`config.mk`:
```
export PLATFORM = sky130hd
export DESIGN_NAME = div_issue_ctrl
export DESIGN_NICKNAME = d
export VERILOG_FILES = /design/src/rtl/div_issue_ctrl.sv
export SDC_FILE = /design/constraint.sdc
export NUM_CORES = 1
export LEC_CHECK = 0
export BUFFER_PORTS_ARGS = -buffer_cell sky130_fd_sc_hd__buf_2
export CAP_MARGIN = 20
export CORE_ASPECT_RATIO = 1.25
export CORE_MARGIN = 1
export CORE_UTILIZATION = 40
export CTS_CLUSTER_DIAMETER = 120
export DETAILED_ROUTE_END_ITERATION = 12
export GPL_TIMING_DRIVEN = 0
export PLACE_DENSITY = 0.61
export SLEW_MARGIN = 10
export SYNTH_ARGS = -nofsm -noshare
export SYNTH_HDL_FRONTEND = slang
export SYNTH_SLANG_ARGS = --single-unit
export TNS_END_PERCENT = 50
```
`constraint.sdc`:
```
create_clock -name clk -period 6.8 [get_ports clk]
set_input_delay 0 -clock clk [delete_from_list [all_inputs] [get_ports clk]]
set_output_delay 0 -clock clk [all_outputs]
set_load 0.005 [all_outputs]
```
`src/rtl/div_issue_ctrl.sv`:
```
// Front-end controller for the iterative divider: decodes RV32M divide ops, short-circuits
// special cases and repeated operands, and sequences the core for everything else.
module div_issue_ctrl #(
    parameter int DW       = 32,
    parameter int WAIT_MAX = 64
) (
    input  logic          clk,
    input  logic          rst,
    input  logic          req_valid_i,
    input  logic [1:0]    req_op_i,
    input  logic [DW-1:0] req_a_i,
    input  logic [DW-1:0] req_b_i,
    input  logic [4:0]    req_rd_i,
    input  logic          flush_i,
    output logic          req_ready_o,
    output logic          stall_o,
    output logic          div_en_o,
    output logic [DW-1:0] div_dividend_o,
    output logic [DW-1:0] div_divisor_o,
    output logic          div_signed_o,
    input  logic [DW-1:0] div_quot_i,
    input  logic [DW-1:0] div_rem_i,
    input  logic          div_done_i,
    output logic          wb_valid_o,
    output logic [4:0]    wb_rd_o,
    output logic [DW-1:0] wb_data_o,
    output logic          err_o
);
    typedef enum logic [1:0] {IDLE, ISSUE, WAIT, RESP} state_t;

    localparam int            CW      = $clog2(WAIT_MAX + 1);
    localparam logic [DW-1:0] INT_MIN = {1'b1, {(DW-1){1'b0}}};

    state_t        state_q, state_d;
    logic          sel_rem_q, signed_q, kill_q;
    logic [DW-1:0] a_q, b_q, res_q;
    logic [4:0]    rd_q;
    logic [CW-1:0] cnt_q;

    logic          cache_vld_q, cache_s_q;
    logic [DW-1:0] cache_a_q, cache_b_q, cache_quot_q, cache_rem_q;

    logic          req_signed, accept, div_zero, overflow, hit, fast, timeout, done_wait;
    logic [DW-1:0] fast_data;

    always_comb begin
        req_signed = ~req_op_i[0];
        accept     = (state_q == IDLE) && req_valid_i && !flush_i;
        div_zero   = (req_b_i == '0);
        overflow   = req_signed && (req_a_i == INT_MIN) && (req_b_i == '1);
        hit        = cache_vld_q && (cache_a_q == req_a_i) && (cache_b_q == req_b_i)
                     && (cache_s_q == req_signed);
        fast       = div_zero || overflow || hit;
        // Special cases take priority; a cache entry can never hold them anyway.
        if (div_zero) begin
            fast_data = req_op_i[1] ? req_a_i : '1;
        end else if (overflow) begin
            fast_data = req_op_i[1] ? '0 : req_a_i;
        end else begin
            fast_data = req_op_i[1] ? cache_rem_q : cache_quot_q;
        end
        done_wait = (state_q == WAIT) && div_done_i;
        timeout   = (state_q == WAIT) && !div_done_i && (cnt_q == CW'(WAIT_MAX - 1));
    end

    always_comb begin
        state_d = state_q;
        case (state_q)
            IDLE:    if (accept) state_d = fast ? RESP : ISSUE;
            ISSUE:   state_d = WAIT;
            WAIT: begin
                if (div_done_i)   state_d = (kill_q || flush_i) ? IDLE : RESP;
                else if (timeout) state_d = IDLE;
            end
            RESP:    state_d = IDLE;
            default: state_d = IDLE;
        endcase
    end

    always_ff @(posedge clk) begin
        if (rst) begin
            state_q     <= IDLE;
            sel_rem_q   <= 1'b0;
            signed_q    <= 1'b0;
            kill_q      <= 1'b0;
            a_q         <= '0;
            b_q         <= '0;
            rd_q        <= '0;
            res_q       <= '0;
            cnt_q       <= '0;
            cache_vld_q <= 1'b0;
        end else begin
            state_q <= state_d;
            if (accept) begin
                sel_rem_q <= req_op_i[1];
                signed_q  <= req_signed;
                a_q       <= req_a_i;
                b_q       <= req_b_i;
                rd_q      <= req_rd_i;
                res_q     <= fast_data;
                kill_q    <= 1'b0;
                cnt_q     <= '0;
            end
            // The core cannot abort, so a flush only marks the op to be discarded.
            if ((state_q == ISSUE || state_q == WAIT) && flush_i) kill_q <= 1'b1;
            if (state_q == WAIT) cnt_q <= cnt_q + 1'b1;
            if (done_wait) begin
                res_q       <= sel_rem_q ? div_rem_i : div_quot_i;
                cache_vld_q <= 1'b1;
            end else if (timeout) begin
                cache_vld_q <= 1'b0;
            end
        end
    end

    always_ff @(posedge clk) begin
        if (done_wait) begin
            cache_a_q    <= a_q;
            cache_b_q    <= b_q;
            cache_s_q    <= signed_q;
            cache_quot_q <= div_quot_i;
            cache_rem_q  <= div_rem_i;
        end
    end

    assign req_ready_o    = (state_q == IDLE);
    assign stall_o        = accept || (state_q == ISSUE) || (state_q == WAIT);
    assign div_en_o       = (state_q == ISSUE);
    assign div_dividend_o = a_q;
    assign div_divisor_o  = b_q;
    assign div_signed_o   = signed_q;
    assign wb_valid_o     = (state_q == RESP) && !flush_i;
    assign wb_rd_o        = rd_q;
    assign wb_data_o      = res_q;
    assign err_o          = timeout;
endmodule

```
**Word level (Yosys, flattened, before mapping)**

Cells that the tools add are included.

- Add/subtract/negate cells: 1
- Equal/unequal tests: 11
- Multiplexer cells: 20
- Bitwise gates (word level): 1
- Reduce and logical (&&, ||, !) cells: 27

Operators by type and width:

| cell | number |
|---|---|
| 32-bit two-way mux | 8 |
| 32-bit equality test | 2 |
| 32-bit equality test, second input constant | 2 |
| 32-bit logical NOT | 1 |
| 7-bit two-way mux | 2 |
| 1-bit logical AND | 12 |
| 2-bit two-way mux | 5 |
| 2-bit case mux with 4 select lines | 1 |
| 2-bit nonzero test | 4 |
| 7-bit by 1-bit adder with 7-bit output, second input constant | 1 |
| 7-bit by 6-bit equality test with 1-bit output, second input constant | 1 |
| 1-bit logical OR | 6 |
| 2-bit equality test, second input constant | 2 |
| 1-bit two-way mux | 4 |
| 3-bit inequality test, second input constant | 1 |
| 2-bit by 1-bit equality test with 1-bit output, second input constant | 1 |
| 1-bit logical NOT | 2 |
| 2-bit logical NOT | 1 |
| 2-bit by 1-bit inequality test with 1-bit output, second input constant | 1 |
| 2-bit AND reduction | 1 |
| 1-bit equality test | 1 |
| 1-bit inverter | 1 |

- Bits in registers: 243
- Bits of input ports: 140
- Output and inout port bits: 107
- Word-level logic and storage cells: 75

**Logic depth before layout (Yosys ltp)**

- Depth after elaboration: 8
- Depth in mapped cells: 10
- Mapped depth without buffers: 9

**Least setup slack after synthesis**

OpenSTA, ideal clock, no wires.

- Kind: register to register
- From: reg state_q[0]
- To: reg res_q[22] (netlist: wb_data_o[22])
- Library setup time: 0.120 ns
- Arrival time: 2.071 ns
- Required time: 6.680 ns
- Slack: 4.609 ns
- Stages on the path, launching flop included: 9
- Path buffers: 2
- Clock period less this slack: 2.191 ns
- Cells stage by stage: dfxtp_1 > inv_1 > ha_1 > clkbuf_1 > nand2_1 > inv_2 > buf_6 > a211oi_1 > o31a_1

- Elaborated cells on any way between the ends: 7
- Classes of those cells: eq/ne (1); mux (1); reduce/logical (5)

RTL lines:

| element | line | text |
|---|---|---|
| from (decl) | 34 | `state_t state_q, state_d;` |
| from (signal assigned) | 93 | `state_q <= state_d;` |
| 2-bit equality test * | 62 | `done_wait = (state_q == WAIT) && div_done_i;` |
| 1-bit logical AND * | 62 |  |
| net done_wait | 43 | `logic req_signed, accept, div_zero, overflow, hit, fast, timeout, done_wait;` |
| 32-bit two-way mux or 2-bit nonzero test (tied branches) | -- |  |
| to (signal assigned) | 100 | `res_q <= fast_data;` |
| to (signal assigned) | 108 | `res_q <= sel_rem_q ? div_rem_i : div_quot_i;` |
| to (decl) | 36 | `logic [DW-1:0] a_q, b_q, res_q;` |

The timed path passes the listed nets; every way through them passes the cells marked *.
A chain may end at the register's enable or synchronous reset.

**Worst setup path after layout**

- From: reg state_q[1]
- To: reg a_q[31] (netlist: div_dividend_o[31])

- Word-level cells in the longest chain between the ends: 3

Ends and longest elaborated chain:

| element | line | text |
|---|---|---|
| 2-bit logical NOT | 48 | `accept = (state_q == IDLE) && req_valid_i && !flush_i;` |
| 1-bit logical AND (2 in series) | 48 |  |
| to (signal assigned) | 97 | `a_q <= req_a_i;` |
| to (decl) | 36 |  |

No other way between the ends.

==> run_results.csv <==
group,metric,value,unit
synth,synth_seq_area_share,57.4,%
worst_setup_path,crit_required,7.25,ns
die,dieArea,27500,µm²
worst_setup_path,critical_path.endpoint_type,"register",
sta,timing.final.hold_violations,0,
routing,drt_first_iter_violations,499,
run,maxCapViolCount,0,
global_routing,globalRouteTotalUtil,25.5,%
die,floorplan.initialDensity,41.0,%
clocking,clkLatencyLatePin,0.52,ns
synth,yosys_warnings,0,
die,floorplan.die.width,148,µm
synth,syn_area_per_cell,10.8,µm²
sta,period_share,41.6,%
worst_setup_path,reg2reg_depth,8,
place,detailedPlacementHpwl,26100,µm
synth,synth-compound-area-share,13.5,%
place,routabilityCongestion,0.857,
global_routing,grt_start_max_net_pins,72,
layout,n_fill_cell,2330,
layout,instances_no_fill,1755,
die,fp.dieH,185,µm
worst_setup_path,critical_path_arrival,3.27,ns
synth,yosys.area.top_type_share,36.1,%
routing,drcViolationCount,0,
synth,ys.flop_type,"edfxtp_1",
synth,synth_xor_xnor_area_share,3.10,%
place,placement.io_buffers,244,
clocking,maximum_level_of_the_cts_h_tree,1,
worst_setup_path,critical_path_class,"register to register",
synth,synth.cell_area,10700,µm²
worst_setup_path,timing.critical_path.from_type,"register",
place,dp.cells,1575,
pwr,power.share.clock,34.0,%
clocking,clock_transition_at_the_registers_of_the_reported_paths,0.06,ns
synth,combinational_family_with_the_most_area_after_synthesis,"simple AND/OR/NAND/NOR gates",
worst_setup_path,cp.buffers_inverters,4,
layout,final_common_cell,"buf_2",
synth,post_synth_num_cell_types,54,
sta,period_needed,2.83,ns
worst_setup_path,crit_path_end,"div_dividend_o[31]$_SDFFE_PP0P_",
synth,ys_top_cells_by_area,"edfxtp_1 (36%), dfxtp_1 (21%), mux2i_1 (6.0%)",
clocking,numCtsBuffers,24,
layout,drive_above_1_share,23.0,%
pwr,power.share.sequential,44.9,%
routing,average_wire_per_standard_cell,20.2,µm
synth,synth-seq-cells,243,
worst_setup_path,r2r-start,"state_q[1]$_SDFFE_PP0P_",
worst_setup_path,setup.worst_path.start,"state_q[1]$_SDFFE_PP0P_",
synth,asyncSetResetFlopFracSynth,0,%
worst_setup_path,critical_path.cell_chain,"inv_1, ha_1, inv_1, nor2_1, clkbuf_1, clkbuf_1, nand2_1, a21oi_1",
pwr,swShare,28.1,%
sta,worst-slew-pin-transition,0.942,ns
layout,antenna_cells_inserted,0,
global_routing,gr-total-overflow,0,
pwr,switching_power,1.15,mW
synth,synth_enable_flop_cells,129,
synth,synth-adder-area-share,0.583,%
routing,first_pass_iteration_count_of_the_detailed_router,5,
sta,timing.setup.tns,0,ns
synth,yosys.area_share.simple,13.8,%
synth,synth_cells,990,
clocking,post-cts-setup-buffer-count,0,
worst_setup_path,worst_path_max_delay_cell,"clkbuf_1",
sta,maxClockFrequency,354,MHz
die,num_io_pins,247,
clocking,clock_tree.root_cell,"clkbuf_16",
synth,net_count_synth,1135,
layout,final_cell_mix,"buf_2 (247), nand2_1 (152), dlygate4sd3_1 (136)",
worst_setup_path,timing.critical_path.depth,8,
clocking,tritoncts_clock_tree,"yes",
pwr,leakagePower,5.83,nW
global_routing,antenna_found_initial,0,
synth,synth_top_area_cell,"edfxtp_1",
clocking,clock_net_sink_count,243,
layout,areaGrowthSynthToFinish,35.9,%
clocking,clock_path_buffers,3,
sta,slew_viol_final,0,
sta,rsz0062_at_grt,"false",
worst_setup_path,rr_endpoint,"div_dividend_o[31]$_SDFFE_PP0P_",
pwr,peakVddDrop,0.000202,V
pwr,p_int,2.94,mW
die,fp-row-count,66,
worst_setup_path,timing.critical_path.max_delay_family,"buffers and inverters",
min_path,worstHoldPathType,"input port to register",
sta,max_slew_margin,37.2,%
routing,count_of_vias_placed_by_the_detailed_router,9263,
status,run_status,"finished clean",
die,core_region_area,26200,µm²
routing,detail_route.vias_per_cell,5.28,
worst_setup_path,crit_path_max_fanout,10,
global_routing,via_count_of_the_first_global_routing_pass,9167,
sta,finish_stage_setup_viols,0,
worst_setup_path,cp_slowest_stage_delay,0.63,ns
pwr,power.combinational.fraction,21.1,%
worst_setup_path,r2r_setup_slack,3.97,ns
synth,synth.mux.area_fraction,5.97,%
pwr,cellPowerDensity,280,nW/µm²
global_routing,grt_first_pass_wirelength,52800,µm
layout,fin_nets,1542,
routing,detail_route.wirelength,35400,µm
sta,clock-skew-final,0.00769,ns
routing,antenna_violating_nets_post_route,0,
metrics by stage:
| step | worst slack (ns) | cell area, µm² | utilization [%] | hold slack (ns) | total power, mW |
|---|---|---|---|---|---|
| floorplan | 4.61 | 10700 | - | 0.0302 | 2.30 |
| global placement | 3.96 | 12400 | 47.3 | 0.192 | 2.64 |
| detailed placement | 4.04 | 12400 | 47.4 | 0.194 | 2.66 |
| CTS | 4.02 | 14600 | 55.7 | 0.0339 | 4.10 |
| global route | 3.79 | 14600 | 55.7 | 0.0812 | 4.26 |
| finish | 3.97 | 14600 | 55.7 | 0.0437 | 4.09 |
layer usage:
layer / GRT usage (%) / vias to the layer above / share of wire [%] / wire length (µm)
li1: - / 4399 / - / -
met1: 31.4 / 4431 / 41 / 14600
met2: 44.9 / 367 / 49 / 17400
met3: 3.74 / 66 / 6.0 / 2130
met4: 9.44 / 0 / 3.4 / 1200
met5: 0 / - / 0 / 0
flip-flops by register name, indices dropped and copies added (netlist names):
register / count
cache_a_q: 32
cache_b_q: 32
cache_quot_q: 32
cache_rem_q: 32
div_dividend_o: 32
div_divisor_o: 32
wb_data_o: 32
cnt_q: 7
wb_rd_o: 5
state_q: 2
cache_s_q: 1
cache_vld_q: 1
div_signed_o: 1
kill_q: 1
sel_rem_q: 1
how the worst min path moves through the flow:
stage                   from                         to  slack, ns  cells after the start
6_report         req_valid_i    state_q[1]$_SDFFE_PP0P_       0.04                      5
3_5_place_dp    div_rem_i[6]   cache_rem_q[6]$_DFFE_PP_       0.19                      1
2_1_floorplan        flush_i                 wb_valid_o       0.03                      1
4_1_cts          req_valid_i    state_q[1]$_SDFFE_PP0P_       0.03                      5
3_3_place_gp   div_quot_i[0]  cache_quot_q[0]$_DFFE_PP_       0.19                      1
5_1_grt          req_valid_i    state_q[0]$_SDFFE_PP0P_       0.08                      5
cells in the mapped netlist (all sizes together) (6+ instances only):
cell / instances
edfxtp: 129
nand3: 6
nand4: 18
nor2: 48
xor2: 21
dfxtp: 114
xnor2: 17
a21oi: 107
a22o: 7
nand2: 152
nor4: 32
o31a: 32
o22ai: 7
mux2i: 64
a211oi: 33
o2bb2ai: 6
o21ai: 6
nor3: 40
nand2b: 7
inv: 49
clkbuf: 44
buf: 14
power groups by stage:
stage          registers, mW  logic, mW  clock network [mW]
2_1_floorplan           1.85      0.452                   0
3_3_place_gp            1.86      0.781                   0
3_5_place_dp            1.86      0.800                   0
4_1_cts                 1.83      0.865                1.40
5_1_grt                 1.85      0.949                1.46
6_report                1.83      0.864                1.39
cell families after synthesis:
group           Yosys count
compound gates          212
xor+xnor                 38
fa+ha+maj                 5
buf+inv                 111
flops                   243
mux                      64
simple gates            317
worst register-to-register path: cells and delay by family (launching register included):
kind / cells / cell delay, ns
fa+ha+maj: 1 / 0.27
buf+inv: 4 / 1.32
compound gates: 1 / 0.15
flops: 1 / 0.35
simple gates: 2 / 0.68
area by class of cell:
class                           instances  area [µm²]  share of cell area [%]
Buffer                                 62         412                    2.82
Clock buffer                           35         703                    4.82
Clock inverter                          9         116                   0.798
Inverter                               49         184                    1.26
Multi-Input combinational cell        636        3970                    27.2
Sequential cell                       243        6160                    42.2
Tap cell                              340         425                    2.92
Timing Repair Buffer                  381        2610                    17.9
timing repair:
action / CTS / global route
resized for setup: 0 / 0
hold buffers: 136 / 0
endpoints found under the hold margin: 167 / 0
Power figures use the tool's default switching activity.
